`src/rtl/tstamp_ctrl_if.sv`:
```
// Command handshake bundle between register logic and tstamp_ctrl.
// Carries the op/data request, its ready back-pressure and the slew abort.
interface tstamp_ctrl_if #(
  parameter int TIMESTAMP_WIDTH = 64
);
  logic                       cmd_valid;
  logic                       cmd_ready;
  logic [1:0]                 cmd_op;
  logic [TIMESTAMP_WIDTH-1:0] cmd_data;
  logic                       cmd_abort;

  modport master (
    output cmd_valid, cmd_op, cmd_data, cmd_abort,
    input  cmd_ready
  );

  modport slave (
    input  cmd_valid, cmd_op, cmd_data, cmd_abort,
    output cmd_ready
  );
endinterface

```
`src/rtl/tstamp_ctrl.sv`:
```
// Global timestamp owner: free-run increment, load, slewed adjust,
// command snapshots and external sync captures.
module tstamp_ctrl #(
  parameter int TIMESTAMP_WIDTH = 64,
  parameter int SLEW_WIDTH      = 32,
  parameter int DEFAULT_INC     = 1
) (
  input  logic                       axi_aclk,
  input  logic                       axi_resetn,
  input  logic                       cfg_enable,
  input  logic                       cfg_inc_wr,
  input  logic [31:0]                cfg_inc_data,
  tstamp_ctrl_if.slave               cmd_if,
  input  logic                       ext_sync,
  output logic [TIMESTAMP_WIDTH-1:0] tstamp,
  output logic [TIMESTAMP_WIDTH-1:0] snap_value,
  output logic                       snap_valid,
  output logic [TIMESTAMP_WIDTH-1:0] sync_value,
  output logic                       sync_valid,
  output logic                       busy,
  output logic [SLEW_WIDTH-1:0]      slew_remaining,
  output logic                       cmd_err
);
  localparam int TW = TIMESTAMP_WIDTH;
  localparam int SW = SLEW_WIDTH;

  localparam logic [1:0] OP_NOP  = 2'b00;
  localparam logic [1:0] OP_LOAD = 2'b01;
  localparam logic [1:0] OP_ADJ  = 2'b10;
  localparam logic [1:0] OP_SNAP = 2'b11;

  typedef enum logic {IDLE, SLEW} state_e;

  state_e          state_q;
  logic [TW-1:0]   ts_q, ts_d, ts_inc;
  logic [TW-1:0]   snap_q, sync_q;
  logic            snapv_q, syncv_q, err_q;
  logic            neg_q, sync_d1_q;
  logic [SW-1:0]   rem_q;
  logic [31:0]     inc_q;

  logic            accept, rise, slewing;
  logic            adj_neg;
  logic [SW-1:0]   adj_mag;

  assign cmd_if.cmd_ready = (state_q == IDLE);

  assign accept  = cmd_if.cmd_valid & (state_q == IDLE);
  assign rise    = ext_sync & ~sync_d1_q;
  assign slewing = (state_q == SLEW) & ~cmd_if.cmd_abort;
  assign adj_neg = cmd_if.cmd_data[TW-1];
  assign adj_mag = cmd_if.cmd_data[SW-1:0];
  assign ts_inc  = ts_q + TW'(inc_q);

  // LOAD beats the enable gate; slew trims the increment by one
  always_comb begin
    ts_d = ts_inc;
    if (accept && cmd_if.cmd_op == OP_LOAD)
      ts_d = cmd_if.cmd_data;
    else if (!cfg_enable)
      ts_d = ts_q;
    else if (slewing)
      ts_d = neg_q ? ts_inc - TW'(1) : ts_inc + TW'(1);
  end

  always_ff @(posedge axi_aclk or negedge axi_resetn) begin
    if (!axi_resetn) begin
      state_q   <= IDLE;
      ts_q      <= '0;
      snap_q    <= '0;
      sync_q    <= '0;
      snapv_q   <= 1'b0;
      syncv_q   <= 1'b0;
      err_q     <= 1'b0;
      neg_q     <= 1'b0;
      sync_d1_q <= 1'b0;
      rem_q     <= '0;
      inc_q     <= 32'(DEFAULT_INC);
    end else begin
      ts_q      <= ts_d;
      sync_d1_q <= ext_sync;
      syncv_q   <= rise;
      snapv_q   <= 1'b0;
      err_q     <= 1'b0;
      if (rise)
        sync_q <= ts_q;
      if (cfg_inc_wr)
        inc_q <= cfg_inc_data;
      unique case (state_q)
        IDLE: begin
          if (accept) begin
            unique case (cmd_if.cmd_op)
              OP_NOP, OP_LOAD: ;
              OP_ADJ: begin
                if (adj_mag != '0) begin
                  if (adj_neg && inc_q < 32'd2) begin
                    err_q <= 1'b1;
                  end else begin
                    rem_q   <= adj_mag;
                    neg_q   <= adj_neg;
                    state_q <= SLEW;
                  end
                end
              end
              OP_SNAP: begin
                snap_q  <= ts_q;
                snapv_q <= 1'b1;
              end
            endcase
          end
        end
        SLEW: begin
          if (cmd_if.cmd_abort) begin
            rem_q   <= '0;
            state_q <= IDLE;
          end else if (cfg_enable) begin
            rem_q <= rem_q - SW'(1);
            if (rem_q == SW'(1))
              state_q <= IDLE;
          end
        end
      endcase
    end
  end

  assign tstamp         = ts_q;
  assign snap_value     = snap_q;
  assign snap_valid     = snapv_q;
  assign sync_value     = sync_q;
  assign sync_valid     = syncv_q;
  assign busy           = (state_q == SLEW);
  assign slew_remaining = rem_q;
  assign cmd_err        = err_q;
endmodule
```
`src/flat_wrapper.sv`:
```
// flat-port wrapper written by rule: the top's interface ports become plain ports
module tstamp_ctrl_flat 
#(
  parameter int TIMESTAMP_WIDTH = 64,
  parameter int SLEW_WIDTH      = 32,
  parameter int DEFAULT_INC     = 1
)
  (axi_aclk, axi_resetn, cfg_enable, cfg_inc_wr, cfg_inc_data, ext_sync, tstamp, snap_value, snap_valid, sync_value, sync_valid, busy, slew_remaining, cmd_err, cmd_if_cmd_valid, cmd_if_cmd_op, cmd_if_cmd_data, cmd_if_cmd_abort, cmd_if_cmd_ready);
  tstamp_ctrl_if #(.TIMESTAMP_WIDTH(TIMESTAMP_WIDTH)) cmd_if_i ();
  input  logic axi_aclk;
  input  logic axi_resetn;
  input  logic cfg_enable;
  input  logic cfg_inc_wr;
  input  logic [31:0] cfg_inc_data;
  input  logic ext_sync;
  output logic [TIMESTAMP_WIDTH-1:0] tstamp;
  output logic [TIMESTAMP_WIDTH-1:0] snap_value;
  output logic snap_valid;
  output logic [TIMESTAMP_WIDTH-1:0] sync_value;
  output logic sync_valid;
  output logic busy;
  output logic [SLEW_WIDTH-1:0] slew_remaining;
  output logic cmd_err;
  input wire logic [$bits(cmd_if_i.cmd_valid)-1:0] cmd_if_cmd_valid;
  input wire logic [$bits(cmd_if_i.cmd_op)-1:0] cmd_if_cmd_op;
  input wire logic [$bits(cmd_if_i.cmd_data)-1:0] cmd_if_cmd_data;
  input wire logic [$bits(cmd_if_i.cmd_abort)-1:0] cmd_if_cmd_abort;
  output wire logic [$bits(cmd_if_i.cmd_ready)-1:0] cmd_if_cmd_ready;
  assign cmd_if_i.cmd_valid = cmd_if_cmd_valid;
  assign cmd_if_i.cmd_op = cmd_if_cmd_op;
  assign cmd_if_i.cmd_data = cmd_if_cmd_data;
  assign cmd_if_i.cmd_abort = cmd_if_cmd_abort;
  assign cmd_if_cmd_ready = cmd_if_i.cmd_ready;
  tstamp_ctrl #(.TIMESTAMP_WIDTH(TIMESTAMP_WIDTH), .SLEW_WIDTH(SLEW_WIDTH), .DEFAULT_INC(DEFAULT_INC)) u_core (.axi_aclk(axi_aclk), .axi_resetn(axi_resetn), .cfg_enable(cfg_enable), .cfg_inc_wr(cfg_inc_wr), .cfg_inc_data(cfg_inc_data), .cmd_if(cmd_if_i), .ext_sync(ext_sync), .tstamp(tstamp), .snap_value(snap_value), .snap_valid(snap_valid), .sync_value(sync_value), .sync_valid(sync_valid), .busy(busy), .slew_remaining(slew_remaining), .cmd_err(cmd_err));
endmodule
```
`config.mk`:
```
export PLATFORM = sky130hd
export DESIGN_NAME = tstamp_ctrl_flat
export DESIGN_NICKNAME = d
export VERILOG_FILES = /design/src/rtl/tstamp_ctrl_if.sv /design/src/rtl/tstamp_ctrl.sv /design/src/flat_wrapper.sv
export SDC_FILE = /design/constraint.sdc
export NUM_CORES = 1
export LEC_CHECK = 0
export BUFFER_PORTS_ARGS = -buffer_cell sky130_fd_sc_hd__buf_2
export CAP_MARGIN = 20
export CORE_MARGIN = 2
export CORE_UTILIZATION = 50
export CTS_BUF_LIST = sky130_fd_sc_hd__clkbuf_2 sky130_fd_sc_hd__clkbuf_4 sky130_fd_sc_hd__clkbuf_8
export DETAILED_ROUTE_END_ITERATION = 6
export GPL_TIMING_DRIVEN = 0
export PLACE_DENSITY = 0.84
export RECOVER_POWER = 25
export SYNTH_ARGS = -nofsm -noshare
export SYNTH_HDL_FRONTEND = slang
export SYNTH_SLANG_ARGS = --single-unit
```
`constraint.sdc`:
```
create_clock -name axi_aclk -period 5.65 [get_ports axi_aclk]
set_input_delay 0.8475 -clock axi_aclk [delete_from_list [all_inputs] [get_ports axi_aclk]]
set_output_delay 0.8475 -clock axi_aclk [all_outputs]
set_load 0.005 [all_outputs]
```
After elaboration in Yosys (flattened, before gate mapping)
Cells that the tools add are included.
{ "word_totals": {"register_bits": 262, "latch_bits": 0, "ram_bits": 0, "rom_bits": 0, "input_bits": 105, "out_inout_bits": 229, "elab_cells": 66, "memories": 0} }
{ "classes": {"n_addsub": 4, "mul": 0, "div": 0, "n_lt_le_gt_ge": 1, "n_eq_ne": 9, "n_shift": 0, "n_mux": 27, "bitwise_logic": 7, "n_reduce_logical": 7} }
{ "op_table": {"columns": ["op", "count"], "rows": [
  ["2-to-1 mux 64 bit", 4],
  ["2-to-1 mux 32 bit", 6],
  ["adder 64 x 1 -> 64 bit (second input constant)", 1],
  ["adder 64 x 32 -> 64 bit", 1],
  ["one-hot mux 32 bit (2 select lines)", 1],
  ["subtractor 64 x 1 -> 64 bit (second input constant)", 1],
  ["== test 32 x 1 -> 1 bit (second input constant)", 1],
  ["< comparator 32 x 2 -> 1 bit (second input constant)", 1],
  ["nonzero test 32 bit", 1],
  ["subtractor 32 x 1 -> 32 bit (second input constant)", 1],
  ["2-to-1 mux 1 bit", 15],
  ["AND reduction 5 bit", 2],
  ["!= test 2 x 1 -> 1 bit (second input constant)", 3],
  ["== test 2 bit (second input constant)", 2],
  ["inverter 1 bit", 4],
  ["AND 1 bit", 3],
  ["!= test 3 bit (second input constant)", 1],
  ["AND reduction 3 bit", 1],
  ["== test 2 x 1 -> 1 bit (second input constant)", 1],
  ["logical AND 1 bit", 2],
  ["!= test 2 bit (second input constant)", 1],
  ["one-hot mux 1 bit (2 select lines)", 1],
  ["nonzero test 2 bit", 1]
]} }

Depth between registers and ports, before layout
{ "logic_depth": {"depth_word": 7, "mapped_depth": 27, "depth_no_buf": 26} }

Worst setup path before layout
No wires, ideal clock.
{ "synth_timing": {"path_kind": "reg-to-reg", "startpoint": "register u_core.inc_q[0]", "endpoint": "register u_core.ts_q[63], in the netlist u_core.tstamp[63]", "setup_ps": 83, "arrival_time_ps": 5115, "required_ps": 5567, "setup_slack_ps": 452, "stages_incl_launch_ff": 28, "n_path_buf": 2, "synth_period_minus_slack_ps": 5198, "path_cell_list": "dfstp_2 > ha_1 > inv_1 > fa_1 > nor2b_1 > o21a_2 > o21ai_2 > a211o_2 > o21ai_4 > a31o_4 > o21ai_2 > nor4_1 > buf_2 > xor2_1 > ha_1 > clkbuf_1 > nand4_1 > nor4_1 > and3_1 > nor3b_1 > nand3_1 > nand4_1 > a21oi_1 > a211oi_1 > xor2_1 > nand2_1 > xor2_1 > o21ai_0"} }
{ "synth_between": {"elab_chain_cells": 6, "elab_cells_between_ends": 7, "classes_between": "add/sub (3); mux (4)"} }
{ "synth_lines": {"columns": ["item", "line_no", "source"], "rows": [
  ["from (decl)", "tstamp_ctrl.sv:40", "logic [31:0] inc_q;"],
  ["from (signal assigned)", "tstamp_ctrl.sv:78", "inc_q <= 32'(DEFAULT_INC);"],
  ["from (signal assigned)", "tstamp_ctrl.sv:88", "inc_q <= cfg_inc_data;"],
  ["adder 64 x 32 -> 64 bit (*)", "tstamp_ctrl.sv:53", "assign ts_inc = ts_q + TW'(inc_q);"],
  ["adder 64 x 1 -> 64 bit / subtractor 64 x 1 -> 64 bit (equally long branches)", "tstamp_ctrl.sv:63", "ts_d = neg_q ? ts_inc - TW'(1) : ts_inc + TW'(1);"],
  ["2-to-1 mux 64 bit", "tstamp_ctrl.sv:63", null],
  ["2-to-1 mux 64 bit (*)", "tstamp_ctrl.sv:62", "else if (slewing)"],
  ["2-to-1 mux 64 bit (*)", "tstamp_ctrl.sv:60", "else if (!cfg_enable)"],
  ["2-to-1 mux 64 bit (*)", "tstamp_ctrl.sv:58", "if (accept && cmd_if.cmd_op == OP_LOAD)"],
  ["to (signal assigned)", "tstamp_ctrl.sv:80", "ts_q <= ts_d;"],
  ["to (decl)", "tstamp_ctrl.sv:35", "logic [TW-1:0] ts_q, ts_d, ts_inc;"]
]} }
Every way passes the cells marked *; elsewhere a longest branch is shown, timed or not. The select of a mux whose other input is x is not followed.
A chain may end at the register's enable or synchronous reset.

Worst setup path in the final report
Same ends and word-level chain as after synthesis.

==> results by group <==
Yosys
  • Top post-synthesis cells by count: nand2_1 (370), dfrtp_1 (261), o21ai_0 (179)
  • #FFs+latches synth: 262
  • Yosys top cell area share: 0.370
  • EDFF count, synth: 0
  • Synth Flop Type: dfrtp_1
  • Dominant cell type by area after synthesis: dfrtp_1
  • Mean Syn Cell Area: 8.53 um^2
  • Mapped Cells: 2070
  • Register area share after synthesis: 0.371
  • Yosys warns: 0
  • Syn Nets: 2282
  • Cell area after synthesis: 17700 um^2
  • Post-synth ARST share: 1.00
  • Area contributors post-synth: dfrtp_1 (37%), nand2_1 (7.9%), ha_1 (7.4%)
  • Leading cell type by number of instances after synthesis: nand2_1
  • Post-synthesis cell type count: 86

Timing
  • Total negative setup slack: -0.699 ns
  • Setup ws final: -0.223 ns
  • Clk_skew: 0.0455 ns
  • Fin. Hold Viols: 0
  • Rel. slew slack: -0.956
  • Worst hold slack: 0.353 ns
  • RSZ-0062 raised after global routing: yes
  • Worst slew pin tran: 2.93 ns
  • Final setup fails: 5
  • Slew Viols, Final: 267
  • F_max: 170 MHz
  • Tcrit/Tclk final: 1.04
  • Final min period: 5.87 ns

Detailed routing
  • Post-route ant nets: 0
  • # DRC: 0
  • Avg WL per Cell: 23.4 um
  • Detailed Routing Iterations Pass 1: 7
  • Vias: 18786
  • Initial DRC count: 1955
  • Routed vias/inst: 6.31
  • Total wire length: 69700 um

Place
  • Placer Congestion: 1.01
  • HPWL Detailed: 51100 um
  • I/O Buffers: 331

Clocking
  • Longest Clk Path Bufs: 3
  • CTS tree: done
  • Hold-fix buffers, CTS: 0
  • Clock Tree Root: clkbuf_8
  • CTS Buf Count: 47
  • Later-pin clock latency in the skew report: 0.65 ns
  • Worst-path clk slew: 0.06 ns
  • Clock sink count: 262
  • H-tree lvl count: 2

Critical path
  • R2R setup slack: -0.22 ns
  • Critical path data arrival time: 6.36 ns
  • Worst Path Required: 6.14 ns
  • Crit path kind: flop to flop
  • Crit-path leading delay family: simple AND/OR/NAND/NOR gates
  • Crit path max-delay cell type: dfstp_2
  • CP Launch Type: flop
  • Endpoint class of the critical path: flop
  • Worst path buffer plus inverter count: 2
  • Critical path fanouts, max: 5
  • Worst path max stage delay: 0.57 ns
  • Worst path most repeated cell: o21ai_4

Floorplan
  • Ports: 334
  • DIE WIDTH: 192 um
  • Core area: 34600 um^2
  • Die area: 36900 um^2
  • Initial core utilization: 0.510
  • Std-Cell Rows: 68
  • Height of the die: 192 um

GRT
  • Vias in the first global route: 18005
  • Grt ovf: 0
  • All-Layer GR Usage: 0.370
  • Largest net degree at the start of global routing: 120
  • First-pass GRT wire length: 103000 um
  • Antenna violations before repair: 1

Run
  • Max-cap violations: 3

Status
  • Failing checks: capacitance limit, slew limit, setup timing
  • Status: complete, but fails checks

Pwr
  • Leakage: 10.3 nW
  • Total power draw: 0.0142 W
  • Pint: 0.00743 W
  • Sequential power share: 0.226
  • Combinational power share: 0.626
  • Switching pwr: 0.00680 W
  • VDD IR-drop max: 0.000430 V
  • Sw frac: 0.478
  • Share of power burned in the clock network: 0.148
  • PD cells: 650 nW/um^2

Layout
  • Fraction of layout cells with a size suffix above 1: 0.268
  • Nets@finish: 2695
  • Area delta synth->final: 23.9%

Min path
  • HP Class: primary input to flop
-- metal layers --
| metal | part of all wire | wire (um) | track usage |
|---|---|---|---|
| met1 | 0.40 | 27600 | 0.478 |
| met2 | 0.44 | 30800 | 0.572 |
| met3 | 0.10 | 7090 | 0.0809 |
| met4 | 0.061 | 4240 | 0.212 |
| met5 | 0 | 0 | 0 |
-- sequential cells by signal, summed over array words and instances (netlist names) --
signal and cells:
u_core.inc_q 32, u_core.sync_valid 1, u_core.snap_value 64, u_core.busy 1, u_core.sync_value 64, u_core.sync_d1_q 1
u_core.tstamp 64, u_core.slew_remaining 32, u_core.cmd_err 1, u_core.neg_q 1, u_core.snap_valid 1
-- path summary, 6_finish.rpt --
path | startpoint | endpoint | cells past startpoint
max in group asynchronous | axi_resetn | u_core.inc_q[1]$_DFFE_PN0P_ | 2
hold reg to reg | u_core.sync_value[61]$_DFFE_PN0P_ | u_core.sync_value[61]$_DFFE_PN0P_ | 2
setup reg to reg | u_core.inc_q[0]$_DFFE_PN1P_ | u_core.tstamp[63]$_DFFE_PN0P_ | 26
min in group asynchronous | axi_resetn | u_core.slew_remaining[0]$_DFFE_PN0P_ | 1
hold / removal | ext_sync | u_core.sync_d1_q$_DFF_PN0_ | 1
setup / recovery | u_core.inc_q[0]$_DFFE_PN1P_ | u_core.tstamp[63]$_DFFE_PN0P_ | 26
-- cell type report --
class	count	area (um^2)
Antenna cell	1	2.50
Fill cell	2921	12700
Timing Repair Buffer	367	1950
Clock buffer	68	861
Sequential cell	262	6570
Inverter	40	150
Buffer	98	393
Tap cell	455	569
Multi-Input combinational cell	1667	11200
Clock inverter	18	226
-- power by group through the flow --
stage	clock network, W	registers [W]	logic, W
2_1_floorplan	0	0.00308	0.00560
3_3_place_gp	0	0.00320	0.00775
3_5_place_dp	0	0.00321	0.00790
4_1_cts	0.00210	0.00319	0.00830
5_1_grt	0.00219	0.00328	0.00971
6_report	0.00210	0.00322	0.00891
-- timing repair --
action | CTS | global route
buffers inserted | 18 | 15
endpoints found under the setup margin | 25 | 25
gates resized for setup | 53 | 80
pin swaps | 24 | 28
-- layout by cell type, fill, tap and decap left out, types with 12 or more instances in the layout --
| master | instances |
|---|---|
| a21o_1 | 51 |
| a21oi_1 | 152 |
| a21oi_2 | 17 |
| a22oi_1 | 13 |
| a31oi_1 | 14 |
| and3_1 | 27 |
| buf_2 | 335 |
| buf_4 | 32 |
| clkbuf_1 | 80 |
| clkbuf_4 | 12 |
| clkbuf_8 | 56 |
| dfrtp_1 | 257 |
| ha_1 | 99 |
| inv_1 | 36 |
| mux2_2 | 92 |
| nand2_1 | 365 |
| nand2b_1 | 12 |
| nand3_1 | 31 |
| nand4_1 | 35 |
| nor2_1 | 145 |
| nor3_1 | 33 |
| nor4_1 | 26 |
| o211ai_1 | 21 |
| o21ai_0 | 167 |
| o21ai_1 | 22 |
| o21bai_1 | 22 |
| o221ai_1 | 12 |
| xnor2_1 | 65 |
| xor2_1 | 49 |
-- worst register-to-register path: stages, from the launching register on --
cell and delay (ns):
dfstp_2 0.57, ha_4 0.15, inv_2 0.04, fa_2 0.34
nor2b_1 0.14, o21a_2 0.17, o21ai_4 0.08, a211o_4 0.36
o21ai_4 0.27, a31o_4 0.23, o21ai_4 0.10, or3_4 0.41
or3_4 0.37, xnor2_2 0.15, ha_1 0.34, nand2_2 0.13
nor4_4 0.05, and3_4 0.18, buf_4 0.15, a32oi_2 0.26
nand4_1 0.27, and2_4 0.25, a211oi_2 0.22, xor2_1 0.17
nand2_1 0.09, xor2_1 0.18, o21ai_1 0.07
-- logic make-up (layout without fill, tap and decap cells) --
| kind of cell | Yosys count | after routing | synth area share |
|---|---|---|---|
| xor+xnor | 121 | 121 | 0.0600 |
| simple gates | 745 | 745 | 0.189 |
| mux | 97 | 97 | 0.0615 |
| compound gates | 597 | 597 | 0.211 |
| buf+inv | 141 | 591 | 0.0307 |
| flops | 262 | 262 | 0.371 |
| other cells | 0 | 1 | 0 |
| fa+ha+maj | 107 | 107 | 0.0766 |
-- per-stage QoR --
step	area, um^2	cells	setup WS [ns]	utilization
finish	21900	2976	-0.223	0.632
global route	21900	2976	-0.381	0.632
CTS	21500	2961	-0.0205	0.620
detailed placement	20000	2859	-1.06	0.577
global placement	19900	2856	-1.05	0.574
floorplan	17700	2070	0.452	-
Note: power is estimated with default switching activity, not from simulation.
